==> src/rtl/instr_encoder_if.sv <==
// Request and instruction-memory write bus between an instruction source and instr_encoder.
// The master drives requests and the memory stall; the slave (encoder) drives ready and the write port.
interface instr_encoder_if #(
  parameter int AW = 8
);
  logic          req_valid;
  logic          req_ready;
  logic          req_kind;
  logic          req_cond;
  logic [6:0]    req_src;
  logic [6:0]    req_dest;
  logic [23:0]   req_lit;
  logic          mem_we;
  logic [AW-1:0] mem_addr;
  logic [23:0]   mem_wdata;
  logic          mem_stall;

  modport slave (
    input  req_valid, req_kind, req_cond, req_src, req_dest, req_lit, mem_stall,
    output req_ready, mem_we, mem_addr, mem_wdata
  );

  modport master (
    output req_valid, req_kind, req_cond, req_src, req_dest, req_lit, mem_stall,
    input  req_ready, mem_we, mem_addr, mem_wdata
  );
endinterface

==> src/rtl/instr_encoder.sv <==
// TTA instruction emitter: packs move/literal requests into 24-bit r/l-type words; ENC_NOP_ELIDE_EN drops no-op moves.
// Latency: first mem_we one cycle after accept, one word per cycle when unstalled.
// Backpressure: mem_stall freezes the write port; req_ready is low while emitting, while full, or during restart.
module instr_encoder #(
  parameter int AW   = 8,
  parameter int BASE = 0
) (
  input  logic           clk,
  input  logic           rst,
  input  logic           restart,
  instr_encoder_if.slave bus,
  output logic           busy,
  output logic           full,
  output logic [AW:0]    word_count
);

  localparam logic [AW-1:0] BASE_A = AW'(BASE);
  localparam logic [AW-1:0] LAST_A = '1;

  typedef enum logic [1:0] {IDLE, EMIT_LO, EMIT_HI} state_t;

  state_t      state;
  logic        rdy_q;
  logic        cond_q;
  logic [6:0]  dest_q;
  logic [11:0] hi_q;
  logic        hi_pend_q;
  logic        accept;
  logic        elide;
  logic        last;

  function automatic logic [23:0] r_word(input logic cond, input logic [6:0] dest,
                                         input logic [6:0] src);
    return {1'b0, cond, 3'b000, dest, src, 5'b00000};
  endfunction

  function automatic logic [23:0] l_word(input logic cond, input logic hl,
                                         input logic [6:0] dest, input logic [11:0] lit);
    return {1'b1, cond, hl, 2'b00, dest, lit};
  endfunction

  // Restart has priority over a same-cycle request.
  assign bus.req_ready = rdy_q & ~restart;
  assign accept        = bus.req_valid & bus.req_ready;
  assign last          = (bus.mem_addr == LAST_A);

`ifdef ENC_NOP_ELIDE_EN
  assign elide = ~bus.req_kind & ~bus.req_cond & (bus.req_src == bus.req_dest);
`else
  assign elide = 1'b0;
`endif

  always_ff @(posedge clk) begin
    if (rst) begin
      state         <= IDLE;
      rdy_q         <= 1'b1;
      cond_q        <= 1'b0;
      dest_q        <= '0;
      hi_q          <= '0;
      hi_pend_q     <= 1'b0;
      bus.mem_we    <= 1'b0;
      bus.mem_addr  <= BASE_A;
      bus.mem_wdata <= '0;
      busy          <= 1'b0;
      full          <= 1'b0;
      word_count    <= '0;
    end else begin
      case (state)
        IDLE: begin
          if (restart) begin
            bus.mem_addr <= BASE_A;
            word_count   <= '0;
            full         <= 1'b0;
            rdy_q        <= 1'b1;
          end else if (accept && !elide) begin
            cond_q     <= bus.req_cond;
            dest_q     <= bus.req_dest;
            hi_q       <= bus.req_lit[23:12];
            hi_pend_q  <= bus.req_kind & (|bus.req_lit[23:12]);
            bus.mem_wdata <= bus.req_kind
                           ? l_word(bus.req_cond, 1'b0, bus.req_dest, bus.req_lit[11:0])
                           : r_word(bus.req_cond, bus.req_dest, bus.req_src);
            bus.mem_we <= 1'b1;
            busy       <= 1'b1;
            rdy_q      <= 1'b0;
            state      <= EMIT_LO;
          end
        end
        EMIT_LO, EMIT_HI: begin
          if (!bus.mem_stall) begin
            word_count <= word_count + (AW+1)'(1);
            // The pointer parks on the last address once memory is full.
            if (last) full <= 1'b1;
            else      bus.mem_addr <= bus.mem_addr + AW'(1);
            if (state == EMIT_LO && hi_pend_q && !last) begin
              bus.mem_wdata <= l_word(cond_q, 1'b1, dest_q, hi_q);
              state         <= EMIT_HI;
            end else begin
              bus.mem_we <= 1'b0;
              busy       <= 1'b0;
              rdy_q      <= ~last;
              hi_pend_q  <= 1'b0;
              state      <= IDLE;
            end
          end
        end
        default: state <= IDLE;
      endcase
    end
  end

endmodule

==> src/flat_wrapper.sv <==
// flat-port wrapper written by rule: the top's interface ports become plain ports
module instr_encoder_flat 
#(
  parameter int AW   = 8,
  parameter int BASE = 0
)
  (clk, rst, restart, busy, full, word_count, bus_req_valid, bus_req_kind, bus_req_cond, bus_req_src, bus_req_dest, bus_req_lit, bus_mem_stall, bus_req_ready, bus_mem_we, bus_mem_addr, bus_mem_wdata);
  instr_encoder_if #(.AW(AW)) bus_i ();
  input  logic clk;
  input  logic rst;
  input  logic restart;
  output logic busy;
  output logic full;
  output logic [AW:0] word_count;
  input wire logic [$bits(bus_i.req_valid)-1:0] bus_req_valid;
  input wire logic [$bits(bus_i.req_kind)-1:0] bus_req_kind;
  input wire logic [$bits(bus_i.req_cond)-1:0] bus_req_cond;
  input wire logic [$bits(bus_i.req_src)-1:0] bus_req_src;
  input wire logic [$bits(bus_i.req_dest)-1:0] bus_req_dest;
  input wire logic [$bits(bus_i.req_lit)-1:0] bus_req_lit;
  input wire logic [$bits(bus_i.mem_stall)-1:0] bus_mem_stall;
  output wire logic [$bits(bus_i.req_ready)-1:0] bus_req_ready;
  output wire logic [$bits(bus_i.mem_we)-1:0] bus_mem_we;
  output wire logic [$bits(bus_i.mem_addr)-1:0] bus_mem_addr;
  output wire logic [$bits(bus_i.mem_wdata)-1:0] bus_mem_wdata;
  assign bus_i.req_valid = bus_req_valid;
  assign bus_i.req_kind = bus_req_kind;
  assign bus_i.req_cond = bus_req_cond;
  assign bus_i.req_src = bus_req_src;
  assign bus_i.req_dest = bus_req_dest;
  assign bus_i.req_lit = bus_req_lit;
  assign bus_i.mem_stall = bus_mem_stall;
  assign bus_req_ready = bus_i.req_ready;
  assign bus_mem_we = bus_i.mem_we;
  assign bus_mem_addr = bus_i.mem_addr;
  assign bus_mem_wdata = bus_i.mem_wdata;
  instr_encoder #(.AW(AW), .BASE(BASE)) u_core (.clk(clk), .rst(rst), .restart(restart), .bus(bus_i), .busy(busy), .full(full), .word_count(word_count));
endmodule
==> config.mk <==
export PLATFORM = sky130hd
export DESIGN_NAME = instr_encoder_flat
export DESIGN_NICKNAME = d
export VERILOG_FILES = /design/src/rtl/instr_encoder_if.sv /design/src/rtl/instr_encoder.sv /design/src/flat_wrapper.sv
export SDC_FILE = /design/constraint.sdc
export NUM_CORES = 1
export LEC_CHECK = 0
export CORE_UTILIZATION = 30
export DETAILED_ROUTE_END_ITERATION = 8
export PLACE_DENSITY = 0.51
export SYNTH_ARGS = -nofsm -noshare
export SYNTH_HDL_FRONTEND = slang
export SYNTH_SLANG_ARGS = --single-unit
export TNS_END_PERCENT = 20
==> constraint.sdc <==
create_clock -name clk -period 7.6 [get_ports clk]
set_clock_uncertainty 0.2 [all_clocks]
set_input_delay 2.28 -clock clk [delete_from_list [all_inputs] [get_ports clk]]
set_output_delay 2.28 -clock clk [all_outputs]
set_load 0.02 [all_outputs]
**After elaboration in Yosys (flattened, before gate mapping)**

Index checks and enable logic that the tools add are counted.

- Register bits after elaboration: 67
- Bits of input ports: 45
- Output and inout port bits: 45
- Word-level logic and storage cells: 80

- $add $sub $neg: 2
- Equal/unequal tests: 12
- Mux-type cells: 35
- Bitwise logic cells: 5
- Reduce and logical (&&, ||, !) cells: 15

Operators with widths:

| operator | count |
|---|---|
| $mux 24 | 5 |
| $pmux 24 s2 | 1 |
| $mux 8 | 3 |
| $mux 9 | 2 |
| $pmux 9 s2 | 1 |
| $pmux 8 s2 | 1 |
| $mux 1 | 13 |
| $reduce_and 4->1 | 3 |
| $reduce_or 12->1 | 1 |
| $ne 2x2->1 const B | 5 |
| $reduce_and 5->1 | 2 |
| $add 9x1->9 const B | 1 |
| $reduce_and 3->1 | 3 |
| $add 8x1->8 const B | 1 |
| $eq 8x8->1 const B | 1 |
| $mux 2 | 4 |
| $pmux 1 s2 | 4 |
| $ne 2x1->1 const B | 3 |
| $pmux 2 s2 | 1 |
| $and 1x1->1 | 3 |
| $ne 3x2->1 const B | 1 |
| $eq 2x1->1 const B | 1 |
| $eq 2x2->1 const B | 1 |
| $logic_and 1x1->1 | 2 |
| other kinds (5) | 6 |

**Depth between registers and ports, before layout**

- Depth after elaboration: 6
- Mapped depth: 8

**Worst setup path before layout**

OpenSTA, ideal clock, no wires.

- Path type: input -> output
- Start: input restart
- End: output bus_req_ready
- Arrival: 2.584 ns
- Required time: 5.120 ns
- Slack: 2.536 ns
- Cell stages on the path: 1
- Buffers on the path: 0
- Cells stage by stage: nor2b_1

- Word-level cells in the longest chain between the ends: 2

RTL lines:

| element | RTL line | source |
|---|---|---|
| from (decl) | flat_wrapper.sv:11 | `input logic restart;` |
| $not 1->1 (no source line) | - |  |
| $and 1x1->1 | instr_encoder.sv:43 | `assign bus.req_ready = rdy_q & ~restart;` |
| to (decl) | flat_wrapper.sv:22 | `output wire logic [$bits(bus_i.req_ready)-1:0] bus_req_ready;` |

No other way between the ends.

**Final worst setup path**

Same ends and word-level chain as after synthesis.

==> summary.md <==
| Metric | Value |
|---|---|
| Cell row count | 36 |
| Worst Setup Slack, final | 1.62 ns |
| Post-Syn Instances | 368 |
| Vias | 2934 |
| Required @ worst endpoint | 5.12 ns |
| Initial antenna violation count | 0 |
| Post-CTS setup buffer count | 0 |
| Cell-internal power | 737 µW |
| DIE WIDTH | 102 µm |
| Worst path slowest cell | clkdlybuf4s50_1 |
| Worst r2r path cells | 7 |
| # fillers | 1009 |
| Largest net degree at the start of global routing | 56 |
| Sinks on Clock Net | 65 |
| WP buf/inv | 2 |
| Diode count | 0 |
| Root Driver | clkbuf_8 |
| Final hold vios | 0 |
| Post-route DRC | 0 |
| Proportion of layout cells with a drive suffix above 1 | 0.0537 |
| PD cells | 257 nW/µm² |
| DP Worst Slack | 1.63 ns |
| Final Max Slew Viols | 0 |
| Largest stage delay on the critical path | 0.60 ns |
| Port Buf Inserts | 87 |
| Clock transition at path regs | 0.07 ns |
| Vert. Die Dim | 102 µm |
| Worst setup SP type | primary input |
| DP HPWL | 6040 µm |
| 1st-pass router iterations | 4 |
| Deepest clock path buffer count | 2 |
| Clk_lat worst skew | 0.34 ns |
| Reg power frac | 0.375 |
| Hold Path Class | register to register |
| Final period util | 0.787 |
| Gr ovfl total | 0 |
| Setup TNS | 0 ns |
| Reg2reg setup slack | 4.31 ns |
| Fmax | 167 MHz |
| Total power | 1.08 mW |
| RR Startpoint | u_core.state[0]$_SDFFE_PP0P_ |
| Power share of the clock group | 0.341 |
| Hold buffers post-CTS | 0 |
| H-tree levels | 3 |
| Worst r2r dst | u_core.bus.mem_wdata[12]$_SDFFE_PP0P_ |
| RePlAce Congestion | 0.758 |
| Ys async rst share | 0 |
| CP Capture Type | primary output |
| Number of flops mapped to enable cells by yosys | 0 |
| Crit path to | bus_req_ready |
| Worst Path Max Fanout | 5 |
| RSZ-0062 raised after global routing | no |
| Min cycle time layout | 5.98 ns |
| Area grow syn2layout | 39.1% |
| Max IR drop VDD | 76.7 µV |
| Synth Area per Inst | 8.20 µm² |
| Pleak | 1.40 nW |
| Starting Density | 0.309 |
| First-pass GRT wire length | 14400 µm |
| WS Path Type | primary input to primary output |
| Synth unique cells | 45 |
| Floorplan Core Area | 9770 µm² |
| Most used cell, CP | clkdlybuf4s50_1 |
| Area contributors post-synth | dfxtp_1 (43%), a21oi_1 (9.5%), nand2_1 (7.1%), mux2i_1 (5.6%), o21ai_0 (3.8%) |
| # IOs | 90 |
| DRT Wirelength | 8800 µm |
| CTS tree | built |
| Total of max-cap violations | 0 |
| Mapped Area | 3020 µm² |
| Per-cell routed wire length | 15.2 µm |
| Vias in the first global route | 2766 |
| Outcome | completed |
| Via/cell ratio | 5.06 |
| Fin nets | 493 |
| Critical path, cell by cell | clkdlybuf4s50_1 -> nor2b_1 -> clkdlybuf4s50_1 |
| Yosys reg bits | 65 |
| Area occupied by multi-input gates | 1590 µm² |
| CP Depth | 3 |
| Combinational power share | 0.284 |
| DRT iter0 DRCs | 118 |
| Synth warn | 0 |
| Worst slew margin | 0.291 |
| WP data arrival | 3.50 ns |
| Post-DRT Antenna Nets | 0 |
| Register area share after synthesis | 0.431 |
| Share of the synthesized area in the top cell type | 0.431 |
| Die area | 10500 µm² |
| Tot GR Track Use | 0.180 |
| Worst Tran Pin Value | 1.06 ns |
| Number of setup violations in the final report | 0 |
| Fin Hold WS | 0.256 ns |
| Sw power | 341 µW |
| Cell accounting for the most synthesized area | dfxtp_1 |
| Cts repair resizes | 0 |
| Net switching share of the total power | 0.316 |
| CTS buffer count | 9 |
| Worst setup path start | restart |
| Register cell area after layout | 1300 µm² |
| Primary FF master, synth | dfxtp_1 |
| CP delay by family, top | buffers and inverters |
[logic make-up (layout without fill, tap and decap cells)]
group           count (synthesis)  after routing  synth area share
compound gates                120            120             0.235
xor+xnor                        1              1           0.00290
fa+ha+maj                       6              6            0.0249
buf+inv                        32            110            0.0465
flops                          65             65             0.431
mux                            17             17            0.0564
other cells                     1              2           0.00124
simple gates                  126            126             0.202
[flip-flops by register name, indices dropped and copies added, names as in the netlist]
name,flops
u_core.bus.mem_wdata,22
u_core.word_count,9
u_core.full,1
u_core.cond_q,1
u_core.state,2
u_core.rdy_q,1
u_core.hi_pend_q,1
u_core.hi_q,12
u_core.bus.mem_we,1
u_core.bus.mem_addr,8
u_core.dest_q,7
[tightest hold or removal path, stage by stage (launching register included)]
cell     delay [ns]
dfxtp_1        0.31
nand2_1        0.05
a21oi_1        0.05
[metrics by stage]
stage	instance area [µm²]	util	instances
2_1_floorplan	3020	-	369
4_1_cts	4200	0.429	580
5_1_grt	4200	0.429	580
3_3_place_gp	3950	0.404	564
6_report	4200	0.429	580
3_5_place_dp	3950	0.404	564
[routing by layer]
| metal | wire [µm] | global-route usage | vias up |
|---|---|---|---|
| li1 | - | - | 1479 |
| met1 | 4260 | 0.241 | 1364 |
| met5 | 0 | 0 | - |
| met4 | 157 | 0.0692 | 0 |
| met2 | 4020 | 0.285 | 80 |
| met3 | 364 | 0.0328 | 11 |
[worst min-delay path by stage]
stage	to	from	slack, ns	cells past startpoint
3_5_place_dp	u_core.dest_q[0]$_SDFFE_PP0P_	u_core.dest_q[0]$_SDFFE_PP0P_	0.25	2
2_1_floorplan	u_core.cond_q$_SDFFE_PP0P_	u_core.cond_q$_SDFFE_PP0P_	0.24	2
6_report	u_core.hi_q[2]$_SDFFE_PP0P_	u_core.hi_q[2]$_SDFFE_PP0P_	0.26	2
5_1_grt	u_core.dest_q[2]$_SDFFE_PP0P_	u_core.dest_q[2]$_SDFFE_PP0P_	0.27	2
4_1_cts	u_core.dest_q[0]$_SDFFE_PP0P_	u_core.dest_q[0]$_SDFFE_PP0P_	0.26	2
3_3_place_gp	u_core.dest_q[4]$_SDFFE_PP0P_	u_core.dest_q[4]$_SDFFE_PP0P_	0.24	2
[cells in the mapped netlist (2+ instances only)]
cell / count
o31ai_1: 4
a21oi_1: 57
a211oi_1: 15
inv_1: 5
nor2b_1: 3
a2111oi_0: 2
mux2i_1: 17
or4_1: 7
nand2_1: 57
ha_1: 6
dfxtp_1: 65
buf_4: 3
a31oi_1: 3
nand3b_1: 2
a22oi_1: 5
nand3_1: 17
nor4_1: 4
nor3_1: 3
or3_1: 8
o21ai_0: 23
clkbuf_1: 21
or2_2: 5
nand4_1: 4
nor2_1: 11
[power by group through the flow]
| stage | Clock, mW | Sequential (mW) | Combinational, mW |
|---|---|---|---|
| after floorplan | 0 | 0.440 | 0.152 |
| after global placement | 0 | 0.412 | 0.305 |
| after detailed placement | 0 | 0.412 | 0.307 |
| after CTS | 0.376 | 0.405 | 0.308 |
| after global routing | 0.389 | 0.411 | 0.337 |
| final | 0.367 | 0.405 | 0.306 |
[area by class of cell]
class                           count  share of cell area
Sequential cell                    65               0.310
Inverter                            5             0.00447
Multi-Input combinational cell    272               0.378
Timing Repair Buffer               89               0.210
Clock inverter                      5              0.0244
Clock buffer                       11              0.0337
Tap cell                          133              0.0397
[cell usage in the layout (no fill, tap or decap), types with 3 or more instances in the layout]
cell / count
o31ai_1: 4
or4_1: 7
nand2_1: 57
nand4_1: 4
inv_1: 5
o21ai_0: 23
nor2_1: 11
nor4_1: 4
clkdlybuf4s50_1: 86
dfxtp_1: 65
a21oi_1: 57
mux2i_1: 17
nor2b_1: 3
ha_1: 6
nor3_1: 3
a211oi_1: 15
or3_1: 8
a31oi_1: 3
or2_2: 5
bufinv_16: 3
nand3_1: 17
clkbuf_8: 10
a22oi_1: 5
Note: power is estimated with default switching activity, not from simulation.
==> variant 1, RTL diff (same flow settings) <==
`AW` is set to 8 in 3 places; all go to 7.
--- a/src/rtl/instr_encoder_if.sv
+++ b/src/rtl/instr_encoder_if.sv
@@ -1,7 +1,7 @@
 // Request and instruction-memory write bus between an instruction source and instr_encoder.
 // The master drives requests and the memory stall; the slave (encoder) drives ready and the write port.
 interface instr_encoder_if #(
-  parameter int AW = 8
+  parameter int AW = 7
 );
   logic          req_valid;
   logic          req_ready;
--- a/src/rtl/instr_encoder.sv
+++ b/src/rtl/instr_encoder.sv
@@ -2,7 +2,7 @@
 // Latency: first mem_we one cycle after accept, one word per cycle when unstalled.
 // Backpressure: mem_stall freezes the write port; req_ready is low while emitting, while full, or during restart.
 module instr_encoder #(
-  parameter int AW   = 8,
+  parameter int AW   = 7,
   parameter int BASE = 0
 ) (
   input  logic           clk,
--- a/src/flat_wrapper.sv
+++ b/src/flat_wrapper.sv
@@ -1,7 +1,7 @@
 // flat-port wrapper written by rule: the top's interface ports become plain ports
 module instr_encoder_flat 
 #(
-  parameter int AW   = 8,
+  parameter int AW   = 7,
   parameter int BASE = 0
 )
   (clk, rst, restart, busy, full, word_count, bus_req_valid, bus_req_kind, bus_req_cond, bus_req_src, bus_req_dest, bus_req_lit, bus_mem_stall, bus_req_ready, bus_mem_we, bus_mem_addr, bus_mem_wdata);
Ports: changed (resized bus_mem_addr and word_count); port bits go from 90 to 88. The function was not compared with the original's and may differ.
==> variant 1 against the original RTL <==
Critical path depth unchanged; clock power grew 6.5%; register-to-register slack improved by 0.30 ns; worst setup slack got worse by 0.094 ns; routed wire length decreased by 9.1%; synthesized area down 3.5%; design area is 2.7% lower; sequential cell count shrank 2; largest cell class unchanged; power rose by 1.6%.
==> variant 1: results (changes against the original RTL) <==
[placed_design] placed cell area 3810 um^2 [was 3950 um^2]
[sta] post-layout min period 6.08 ns [was 5.98 ns]
[global_route] met1 track utilization from global routing 22.5% [was 24.1%]
[run_status] result of the run finished clean [unchanged]
[detailed_routing] met3 wire len 474 um [was 364 um]
[cells_and_area] biggest regs u_core.bus.mem_wdata x22, u_core.hi_q x12, u_core.word_count x8 [was u_core.bus.mem_wdata x22, u_core.hi_q x12, u_core.word_count x9]
[logic_synthesis] Compound-Gate Fraction of Synth Area 23.0% [was 23.5%]
[global_route] vias in the first global route 2,622 [was 2,766]
[sta] worst hold margin 0.254 ns [was 0.256 ns]
[logic_synthesis] fraction of the yosys area taken by sequential cells 43.3% [was 43.1%]
[detailed_routing] Met1 Wirelength 3.74 mm [was 4.26 mm]
[logic_synthesis] fraction of the mapped netlist area in adder cells 2.15% [was 2.49%]
[detailed_routing] routed wire length on met2 3.73 mm [was 4.02 mm]
[global_route] overall track demand over capacity in global routing 16.7% [was 18.0%]
[detailed_routing] DRC violation total after the first TritonRoute iteration 121 [was 118]
[global_route] grt met3 use 4.30% [was 3.28%]
[setup_path] end of the worst register-to-register path u_core.bus.mem_wdata[22]$_SDFFE_PP0P_ [was u_core.bus.mem_wdata[12]$_SDFFE_PP0P_]
[min_path] launch instance of the worst min-delay path u_core.hi_q[8]$_SDFFE_PP0P_ [was u_core.hi_q[2]$_SDFFE_PP0P_]
[detailed_routing] total number of vias 2,819 [was 2,934]
[placed_design] worst setup timing slack at the placement stage 1.53 ns [was 1.63 ns]
[logic_synthesis] main area contributors after synthesis sky130_fd_sc_hd__dfxtp_1 (43%), sky130_fd_sc_hd__a21oi_1 (10%), sky130_fd_sc_hd__nand2_1 (7.5%) [was sky130_fd_sc_hd__dfxtp_1 (43%), sky130_fd_sc_hd__a21oi_1 (9.5%), sky130_fd_sc_hd__nand2_1 (7.1%)]
[cells_and_area] fraction of final layout cells with drive strength greater than 1 5.79% [was 5.37%]
[cells_and_area] count of fill cells added during filler insertion 952 [was 1,009]
[detailed_routing] routed wire length 8.00 mm [was 8.80 mm]
[logic_synthesis] Cell variety after synth 42 [was 45]
[placed_design] placed instance count 545 [was 564]
[placed_design] HPWL after detailed placement 5.43 mm [was 6.04 mm]
[pwr] maximum ir drop on the vdd rail 122 uV [was 76.7 uV]
[logic_synthesis] most common library cells after synthesis sky130_fd_sc_hd__dfxtp_1 (63), sky130_fd_sc_hd__a21oi_1 (58), sky130_fd_sc_hd__nand2_1 (58) [was sky130_fd_sc_hd__dfxtp_1 (65), sky130_fd_sc_hd__a21oi_1 (57), sky130_fd_sc_hd__nand2_1 (57)]
[detailed_routing] Avg WL per Cell 14.3 um [was 15.2 um]
[logic_synthesis] average cell area after synthesis 8.17 um^2 [was 8.20 um^2]
[global_route] M2 GR Usage 26.2% [was 28.5%]
[global_route] pin count of the biggest net entering global routing 54 [was 56]
[logic_synthesis] post-synthesis share of cell area spent on xor and xnor gates 0.301% [was 0.290%]
[pwr] total leakage power 1.37 nW [was 1.40 nW]
-- variant 1: power by group --
part / internal (mW) / switching, mW / leakage [nW] / total, mW
logic: 0.130 / 0.181 / 0.725 / 0.311
registers: 0.369 / 0.0248 / 0.513 / 0.394
clock network: 0.252 / 0.139 / 0.130 / 0.391
total: 0.751 / 0.344 / 1.37 / 1.10
-- variant 1: kinds of logic after synthesis --
logic type / after synthesis
AOI/OAI and AO/OA: 115
buffers and inverters: 32
xor gates and xnor gates: 1
DFF: 63
muxes: 17
other: 1
adders and majority gates: 5
and+or+nand+nor: 122
-- variant 1: layout make-up --
type	count	area share [%]
Clock inverter	7	3.56
Clock buffer	9	3.03
Tap cell	129	3.95
Timing Repair Buffer	86	20.9
Sequential cell	63	30.9
Inverter	5	0.460
Multi-Input combinational cell	262	37.2
-- variant 1: critical path, cell delays in order --
cell and delay [ns]:
sky130_fd_sc_hd__clkdlybuf4s50_1 0.47, sky130_fd_sc_hd__nor2b_1 0.21, sky130_fd_sc_hd__clkdlybuf4s50_1 0.64
==> variant 2, RTL diff (same flow settings) <==
Without the edit above. Register the output `word_count` once more; this adds one clock of latency there. The other outputs are not delayed to match.
--- a/src/rtl/instr_encoder.sv
+++ b/src/rtl/instr_encoder.sv
@@ -18,6 +18,8 @@
   localparam logic [AW-1:0] LAST_A = '1;
 
   typedef enum logic [1:0] {IDLE, EMIT_LO, EMIT_HI} state_t;
+
+  logic [AW:0] word_count_s0;
 
   state_t      state;
   logic        rdy_q;
@@ -63,13 +65,13 @@
       bus.mem_wdata <= '0;
       busy          <= 1'b0;
       full          <= 1'b0;
-      word_count    <= '0;
+      word_count_s0 <= '0;
     end else begin
       case (state)
         IDLE: begin
           if (restart) begin
             bus.mem_addr <= BASE_A;
-            word_count   <= '0;
+            word_count_s0 <= '0;
             full         <= 1'b0;
             rdy_q        <= 1'b1;
           end else if (accept && !elide) begin
@@ -88,7 +90,7 @@
         end
         EMIT_LO, EMIT_HI: begin
           if (!bus.mem_stall) begin
-            word_count <= word_count + (AW+1)'(1);
+            word_count_s0 <= word_count_s0 + (AW+1)'(1);
             // The pointer parks on the last address once memory is full.
             if (last) full <= 1'b1;
             else      bus.mem_addr <= bus.mem_addr + AW'(1);
@@ -109,5 +111,9 @@
     end
   end
 
+  always_ff @(posedge clk) begin
+    word_count <= word_count_s0;
+  end
+
 endmodule
 
Function: changed (a bounded check fails within 4 cycles, from zero or initial values and one cycle with rst high).
==> variant 2 against the original RTL <==
Synthesized area is 11% higher; global-route usage fell by 1.9 points; design area rose by 6.3%; routed wire length grew 1.4%; worst setup slack got worse by 0.031 ns; synthesized cell count up 8.4%; power is 7.7% lower; register-to-register slack got worse by 0.06 ns; cell count increased by 5.5%; sequential cell count grew 9; critical endpoint unchanged.
==> variant 2: results (changes against the original RTL) <==
[detailed_routing] DRC violation total after the first TritonRoute iteration 122 [was 118]
[global_route] overall track demand over capacity in global routing 16.1% [was 18.0%]
[logic_synthesis] Compound-Gate Fraction of Synth Area 20.0% [was 23.5%]
[sta] actual transition at the worst max-transition pin 1.18 ns [was 1.06 ns]
[placed_design] worst setup timing slack at the placement stage 1.60 ns [was 1.63 ns]
[cells_and_area] fraction of final layout cells with drive strength greater than 1 4.66% [was 5.37%]
[clocking] clock-pin slew on the worst setup and hold paths 0.08 ns
[run_status] result of the run finished clean [unchanged]
[detailed_routing] Vias/cell 5.02 [was 5.06]
[logic_synthesis] multiplexer share of the synthesized area 5.38% [was 5.64%]
[setup_path] largest driver fanout on the critical path 7 [was 5]
[global_route] wire length of the first global-routing pass 14.3 mm [was 14.4 mm]
[pwr] fraction of power consumed by the clock network 32.2% [was 34.1%]
[setup_path] end of the worst register-to-register path u_core.bus.mem_wdata[9]$_SDFFE_PP0P_ [was u_core.bus.mem_wdata[12]$_SDFFE_PP0P_]
[setup_path] worst endpoint data arrival time 3.54 ns [was 3.50 ns]
[detailed_routing] iteration count of the initial detailed-routing pass 6 [was 4]
[global_route] pin count of the biggest net entering global routing 67 [was 56]
[logic_synthesis] gate count of the mapped netlist 399 [was 368]
[cells_and_area] final-stage net count 518 [was 493]
[pwr] switching power of the nets 0.312 mW [was 0.341 mW]
[pwr] switching share of total power 31.3% [was 31.6%]
[min_path] number of cells on the worst hold path 0 [was 2]
[detailed_routing] routed wire length 8.92 mm [was 8.80 mm]
[setup_path] setup slack of the worst register-to-register path 4.25 ns [was 4.31 ns]
[pwr] sequential group share of total power 43.4% [was 37.5%]
[placed_design] routability cong. 0.738 [was 0.758]
[logic_synthesis] fraction of the yosys area taken by sequential cells 44.2% [was 43.1%]
[cells_and_area] biggest regs u_core.bus.mem_wdata x22, u_core.hi_q x12 [was u_core.bus.mem_wdata x22, u_core.hi_q x12, u_core.word_count x9]
[min_path] Min-Delay Endpoint u_core.word_count[8]$_DFF_P_ [was u_core.hi_q[2]$_SDFFE_PP0P_]
[placed_design] placed instance count 596 [was 564]
[pwr] total leakage power 1.55 nW [was 1.40 nW]
[logic_synthesis] fraction of the mapped netlist area in adder cells 2.24% [was 2.49%]
[cells_and_area] number of standard cells in the layout, taps in and fillers out 612 [was 580]
[min_path] launch instance of the worst min-delay path u_core.word_count_s0[8]$_SDFFE_PP0P_ [was u_core.hi_q[2]$_SDFFE_PP0P_]
[logic_synthesis] most common library cells after synthesis sky130_fd_sc_hd__dfxtp_1 (74), sky130_fd_sc_hd__a21oi_1 (55), sky130_fd_sc_hd__nand2_1 (54) [was sky130_fd_sc_hd__dfxtp_1 (65), sky130_fd_sc_hd__a21oi_1 (57), sky130_fd_sc_hd__nand2_1 (57)]
[pwr] maximum ir drop on the vdd rail 80.9 uV [was 76.7 uV]
[variant 2: changes by cell type in the layout (fill, tap and decap cells not counted), moves of 4 or more]
cell,unedited run,this run
sky130_fd_sc_hd__a211oi_1,15,5
sky130_fd_sc_hd__and3_1,1,5
sky130_fd_sc_hd__dfxtp_1,65,74
sky130_fd_sc_hd__nand3_1,17,7
sky130_fd_sc_hd__nor2_1,11,17
sky130_fd_sc_hd__nor2b_1,3,11
sky130_fd_sc_hd__o21ai_0,23,29
sky130_fd_sc_hd__o31ai_1,4,8
sky130_fd_sc_hd__or3_1,8,21
sky130_fd_sc_hd__or4_1,7,3
[variant 2: final cells by class]
cell class                      count  area [um^2]
Clock buffer                       10          138
Clock inverter                      6         72.6
Fill cell                        1117         6380
Inverter                            6         22.5
Multi-Input combinational cell    288         1700
Sequential cell                    74         1480
Tap cell                          140          175
Timing Repair Buffer               88          873
[variant 2: cell families (layout without fill, tap and decap cells)]
kind of cell | count (synthesis) | count (layout)
fa+ha+maj | 6 | 6
mux | 18 | 18
simple gates | 147 | 147
compound gates | 114 | 114
flops | 74 | 74
xor+xnor | 1 | 1
buf+inv | 38 | 110
other cells | 1 | 2
[variant 2: how the worst max path moves through the flow]
| stage | startpoint | end | slack, ns |
|---|---|---|---|
| final | restart | bus_req_ready | 1.58 |
| after global placement | restart | bus_req_ready | 1.62 |
| after global routing | restart | bus_req_ready | 1.54 |
| after floorplan | restart | bus_req_ready | 2.54 |
| after detailed placement | restart | bus_req_ready | 1.60 |
| after CTS | restart | bus_req_ready | 1.60 |
[variant 2: metal layers]
layer / part of all wire (%) / track usage [%]
met5: 0 / 0
met4: 0.62 / 4.70
met3: 4.5 / 4.48
met2: 48 / 25.3
met1: 47 / 21.2
